`src/rtl/rs_enc_frame_ctrl.sv`:
```
// Frame sequencer in front of the multi-width RS encoder wrapper.
// Latches width per frame, feeds K symbols, waits for end-of-codeword.
module rs_enc_frame_ctrl #(
  parameter int unsigned TIMEOUT   = 1023,
  parameter int unsigned SETUP_CYC = 2
) (
  input  logic        clk,
  input  logic        rst_n,
  input  logic [3:0]  cfg_sym_width_i,
  input  logic        s_valid_i,
  output logic        s_ready_o,
  input  logic [7:0]  s_data_i,
  output logic [3:0]  enc_sym_width_o,
  output logic        enc_din_val_o,
  output logic        enc_din_sop_o,
  output logic [7:0]  enc_din_o,
  input  logic        enc_eop_i,
  output logic        busy_o,
  output logic        frame_done_o,
  output logic        cfg_err_o,
  output logic        tmo_err_o,
  output logic [15:0] frame_cnt_o
);

  localparam int unsigned SC_W = $clog2(SETUP_CYC + 1);

  typedef enum logic [1:0] {
    IDLE,
    SETUP,
    FEED,
    WAIT_EOP
  } state_e;

  state_e      state_q, state_d;
  logic [3:0]  width_q, width_d;
  logic [7:0]  kmax_q, kmax_d;
  logic [7:0]  sym_q, sym_d;
  logic [SC_W-1:0] setup_q, setup_d;
  logic [9:0]  wdog_q, wdog_d;
  logic        val_q, val_d;
  logic        sop_q, sop_d;
  logic [7:0]  din_q, din_d;
  logic        done_q, done_d;
  logic        cfg_err_q, cfg_err_d;
  logic        tmo_q, tmo_d;
  logic [15:0] cnt_q, cnt_d;

  logic        cfg_ok;
  logic [7:0]  cfg_kmax;
  logic [7:0]  mask;

  // K-1 for the requested width; unsupported widths flag cfg_ok low
  always_comb begin
    cfg_ok   = 1'b1;
    cfg_kmax = 8'd0;
    case (cfg_sym_width_i)
      4'd3:    cfg_kmax = 8'd2;
      4'd4:    cfg_kmax = 8'd10;
      4'd5:    cfg_kmax = 8'd22;
      4'd6:    cfg_kmax = 8'd54;
      4'd7:    cfg_kmax = 8'd110;
      4'd8:    cfg_kmax = 8'd222;
      default: cfg_ok   = 1'b0;
    endcase
  end

  always_comb begin
    mask = 8'h00;
    case (width_q)
      4'd3:    mask = 8'h07;
      4'd4:    mask = 8'h0F;
      4'd5:    mask = 8'h1F;
      4'd6:    mask = 8'h3F;
      4'd7:    mask = 8'h7F;
      4'd8:    mask = 8'hFF;
      default: mask = 8'h00;
    endcase
  end

  always_comb begin
    state_d   = state_q;
    width_d   = width_q;
    kmax_d    = kmax_q;
    sym_d     = sym_q;
    setup_d   = setup_q;
    wdog_d    = wdog_q;
    val_d     = 1'b0;
    sop_d     = 1'b0;
    din_d     = din_q;
    done_d    = 1'b0;
    cfg_err_d = cfg_err_q;
    tmo_d     = 1'b0;
    cnt_d     = cnt_q;
    unique case (state_q)
      IDLE: begin
        // no new frame in the frame_done cycle
        if (s_valid_i && !done_q) begin
          if (cfg_ok) begin
            width_d   = cfg_sym_width_i;
            kmax_d    = cfg_kmax;
            sym_d     = 8'd0;
            setup_d   = '0;
            cfg_err_d = 1'b0;
            state_d   = SETUP;
          end else begin
            cfg_err_d = 1'b1;
          end
        end
      end
      SETUP: begin
        if (setup_q == SC_W'(SETUP_CYC - 1)) begin
          state_d = FEED;
        end else begin
          setup_d = setup_q + 1'b1;
        end
      end
      FEED: begin
        if (s_valid_i) begin
          val_d = 1'b1;
          sop_d = (sym_q == 8'd0);
          din_d = s_data_i & mask;
          if (sym_q == kmax_q) begin
            wdog_d  = 10'd0;
            state_d = WAIT_EOP;
          end else begin
            sym_d = sym_q + 8'd1;
          end
        end
      end
      WAIT_EOP: begin
        if (enc_eop_i) begin
          done_d  = 1'b1;
          cnt_d   = cnt_q + 16'd1;
          state_d = IDLE;
        end else if (wdog_q == 10'(TIMEOUT - 1)) begin
          tmo_d   = 1'b1;
          width_d = 4'd0;
          state_d = IDLE;
        end else begin
          wdog_d = wdog_q + 10'd1;
        end
      end
      default: state_d = IDLE;
    endcase
  end

  always_ff @(posedge clk or negedge rst_n) begin
    if (!rst_n) begin
      state_q   <= IDLE;
      width_q   <= 4'd0;
      kmax_q    <= 8'd0;
      sym_q     <= 8'd0;
      setup_q   <= '0;
      wdog_q    <= 10'd0;
      val_q     <= 1'b0;
      sop_q     <= 1'b0;
      din_q     <= 8'd0;
      done_q    <= 1'b0;
      cfg_err_q <= 1'b0;
      tmo_q     <= 1'b0;
      cnt_q     <= 16'd0;
    end else begin
      state_q   <= state_d;
      width_q   <= width_d;
      kmax_q    <= kmax_d;
      sym_q     <= sym_d;
      setup_q   <= setup_d;
      wdog_q    <= wdog_d;
      val_q     <= val_d;
      sop_q     <= sop_d;
      din_q     <= din_d;
      done_q    <= done_d;
      cfg_err_q <= cfg_err_d;
      tmo_q     <= tmo_d;
      cnt_q     <= cnt_d;
    end
  end

  assign s_ready_o       = (state_q == FEED);
  assign busy_o          = (state_q != IDLE);
  assign enc_sym_width_o = width_q;
  assign enc_din_val_o   = val_q;
  assign enc_din_sop_o   = sop_q;
  assign enc_din_o       = din_q;
  assign frame_done_o    = done_q;
  assign cfg_err_o       = cfg_err_q;
  assign tmo_err_o       = tmo_q;
  assign frame_cnt_o     = cnt_q;

endmodule

```
`config.mk`:
```
export PLATFORM = sky130hd
export DESIGN_NAME = rs_enc_frame_ctrl
export DESIGN_NICKNAME = d
export VERILOG_FILES = /design/src/rtl/rs_enc_frame_ctrl.sv
export SDC_FILE = /design/constraint.sdc
export NUM_CORES = 1
export LEC_CHECK = 0
export CAP_MARGIN = 40
export CORE_MARGIN = 3
export CORE_UTILIZATION = 42
export CTS_CLUSTER_SIZE = 40
export DETAILED_ROUTE_END_ITERATION = 7
export GPL_TIMING_DRIVEN = 0
export PLACE_DENSITY = 0.79
export SLEW_MARGIN = 20
export SYNTH_ARGS = -nofsm -noshare
export SYNTH_HDL_FRONTEND = slang
export SYNTH_SLANG_ARGS = --single-unit
```
`constraint.sdc`:
```
create_clock -name clk -period 1.88 [get_ports clk]
set_input_delay 0.376 -clock clk [delete_from_list [all_inputs] [get_ports clk]]
set_output_delay 0.376 -clock clk [all_outputs]
set_load 0.01 [all_outputs]
```
==> results of run 1 <==
==> state kept, by name (all words and copies together) (netlist names), 2 cells and up <==
signal           flops
enc_din_o            8
state_q              2
sym_q                8
setup_q              2
kmax_q               7
wdog_q              10
frame_cnt_o         16
enc_sym_width_o      4
==> layer usage <==
metal,part of all wire (%),vias up,GRT usage (%)
li1,-,1327,-
met3,4.8,12,4.81
met4,1.5,0,7.94
met1,42,1398,23.4
met2,52,79,31.6
met5,0,-,0
==> metrics by stage <==
step	setup WS, ps	std cells	utilization, %
2_1_floorplan	42.0	326	-
3_3_place_gp	-1560	475	52.6
3_5_place_dp	-725	476	52.9
4_1_cts	2.30	498	57.4
5_1_grt	-178	513	60.4
6_report	-83.4	513	60.4
==> cell usage in the layout (no fill, tap or decap), types with 5 or more instances in the layout <==
master           count
dfrtp_1             56
clkdlybuf4s50_1     42
nand2_1             35
buf_4               22
nor2_1              17
o21ai_0             17
nand3_1             15
inv_1               14
xnor2_1             10
clkbuf_8            10
xor2_1               9
and3_1               9
a21oi_1              9
ha_1                 9
o211ai_1             7
nand2b_1             7
nand4_1              6
dlygate4sd2_1        6
dfrtp_2              6
mux2_2               5
xor2_2               5
clkbuf_2             5
==> logic make-up after synthesis <==
group | count (synthesis) | synth area share, %
AO/OA/AOI/OAI | 69 | 14.6
AND/OR/NAND/NOR | 127 | 21.5
XOR/XNOR | 24 | 6.47
adder cells (fa/ha/maj) | 10 | 3.85
flip-flops | 62 | 47.7
buffers and inverters | 26 | 3.12
multiplexers | 8 | 2.70
==> power by group <==
part | switching [mW] | total [mW] | internal (mW)
Sequential | 0.427 | 2.15 | 1.72
Combinational | 1.46 | 2.86 | 1.39
Clock | 0.564 | 1.22 | 0.655
==> synthesized netlist by cell type (all sizes together) <==
cell / n / area share [%]
buf: 3 / 0.46
dfrtp: 62 / 48
o32ai: 2 / 0.54
nor3: 5 / 0.92
ha: 10 / 3.9
nand4: 6 / 1.2
a31oi: 3 / 0.58
clkbuf: 8 / 0.92
o21ai: 21 / 3.4
mux2: 6 / 2.1
o21a: 1 / 0.23
xor2: 14 / 3.8
o221ai: 2 / 0.54
a2bb2oi: 1 / 0.46
nor3b: 1 / 0.38
xnor2: 10 / 2.7
a22o: 4 / 1.1
nor2b: 5 / 0.96
and3: 10 / 1.9
a21oi: 11 / 1.7
o2bb2ai: 2 / 0.54
or3b: 5 / 1.3
nand4b: 1 / 0.27
o31ai: 1 / 0.23
a211o: 2 / 0.54
o31a: 1 / 0.27
nand3: 15 / 2.3
a21o: 4 / 0.92
inv: 15 / 1.7
nand2: 38 / 4.4
mux2i: 2 / 0.62
a221o: 3 / 0.92
o22ai: 1 / 0.19
and4: 1 / 0.27
o32a: 1 / 0.31
nor4: 4 / 1.2
nor2: 18 / 2.1
nor4b: 3 / 1.3
or2: 4 / 0.77
a32o: 2 / 0.62
o211ai: 7 / 1.6
nand3b: 4 / 0.92
nand2b: 7 / 1.3
==> critical path, stage by stage, from the launching register on <==
cell and delay (ps):
dfrtp_2 450, xor2_2 200, nor4_4 310, buf_4 200, a31oi_4 110, or2_4 280, buf_6 130, o211ai_1 180
==> what timing repair did <==
item                                    in CTS  in global routing
buffers inserted                             6                 14
cloned                                       0                  1
resized for setup                           31                 35
endpoints found under the hold margin       25                  0
endpoints found under the setup margin      36                 26
pin swaps                                    7                 17
hold buffers                                 1                  0
==> area by class of cell <==
cell class,count,share of cell area [%]
inverters,15,1.26
repair buffers,73,15.2
clock inverters,6,1.55
well taps,99,2.78
multi-input cells,238,39.7
plain buffers,10,1.41
flip-flops and latches,62,35.0
clock buffers,10,3.09
==> worst min-delay path by stage <==
stage | from | to | cells past startpoint
after floorplan | rst_n | cfg_err_o | 0
after global placement | frame_cnt_o[15] | frame_cnt_o[15] | 1
after detailed placement | rst_n | sym_q[2] | 1
after CTS | rst_n | sym_q[1] | 2
after global routing | cfg_sym_width_i[1] | kmax_q[5] | 3
final | cfg_sym_width_i[1] | kmax_q[5] | 3
==> results.ini, run 1 <==
[status]
status=finished with violations
violations=setup timing

[clocking]
cts_sinks=62
clock-root-buffer=clkbuf_8
clk_pin_slew_worst_paths_ps=80
htree_levels=3
cts_tree=yes
clk_path_buf_depth=2
cts_buffers=9
clkLatencyLatePin_ps=340

[setup_path]
arrival_ps=2210
critPathKind=flop to flop
reg2reg_depth=7
critPathMaxFanout=5
cp-start-kind=flop
regToRegSetupSlack_ps=-80
crit_start=sym_q[3]
worstReg2RegEnd=wdog_q[2]
critPathRequiredTime_ps=2130
cp-end-kind=flop
regToRegStartpoint=sym_q[3]
endpoint=wdog_q[2]

[pwr]
leakagePower_nw=1.97
vdd_drop_max_mv=0.531
power_density_nw_per_um2=1400
finalPower_mw=6.22

[sta]
fmax_mhz=509
setup_ws_ps=-83.4
holdWs_ps=427
final.min_clock_period_ps=1960
min_period_over_period_pct=104
setup_viol=15
slew_headroom_pct=66.9
tns_ps=-580
slew_violations=0
clock_skew_ps=8.33
worst_pin_slew_ps=496
rsz0062_at_grt=true
final_hold_viol_count=0

[global_routing]
grt_pass1_vias=2766
grt_overflow=0
antenna_found_initial=0
track_usage_pct=19.0
grt_max_degree=38
grt_pass1_wl_um=13200

[yosys]
synth.avg_cell_area_sq_um=9.97
synth_warnings=0
syn_nets=352
yosysSeqAreaShare_pct=47.7
netlist_instances=326
synth_cell_types=50
synth-seq-cells=62
synth_area_sq_um=3250

[final_layout]
num-fill-cells=586
drive_above_1_share_pct=24.2
syn_to_final_growth_pct=37.0
layout.nets=435
design_area_sq_um=4450
multi_input_area_sq_um=1770
antenna_cells=0
seq_area_sq_um=1560

[route]
first_pass_iters=4
avgRoutedWirePerCell_um=16.4
via_per_inst=5.49
antenna_left=0
drt_wl_total_um=8400
drc=0
drtIter0Drc=131
num_vias=2816

[floorplanning]
dieWidth_um=94.0
coreArea_sq_um=7370
rows=31
die_area_sq_um=8830
dieHeight_um=94.0
io_pins=51
start_util_pct=44.1

[placement]
port_buffers=50
dpl_cell_area_sq_um=3900
dp_hpwl_um=5350
place.gp.congestion=0.834

[worst_hold_path]
holdCritPathClass=input port to flop

[job]
drv_cap=0

(Power assumes the default switching activity.)
==> run 2: changes to the inputs <==
- HOLD_SLACK_MARGIN: not set -> 0.1
==> results of run 2 <==
No change in the layout: final DEF, timing and power equal those of run 1.
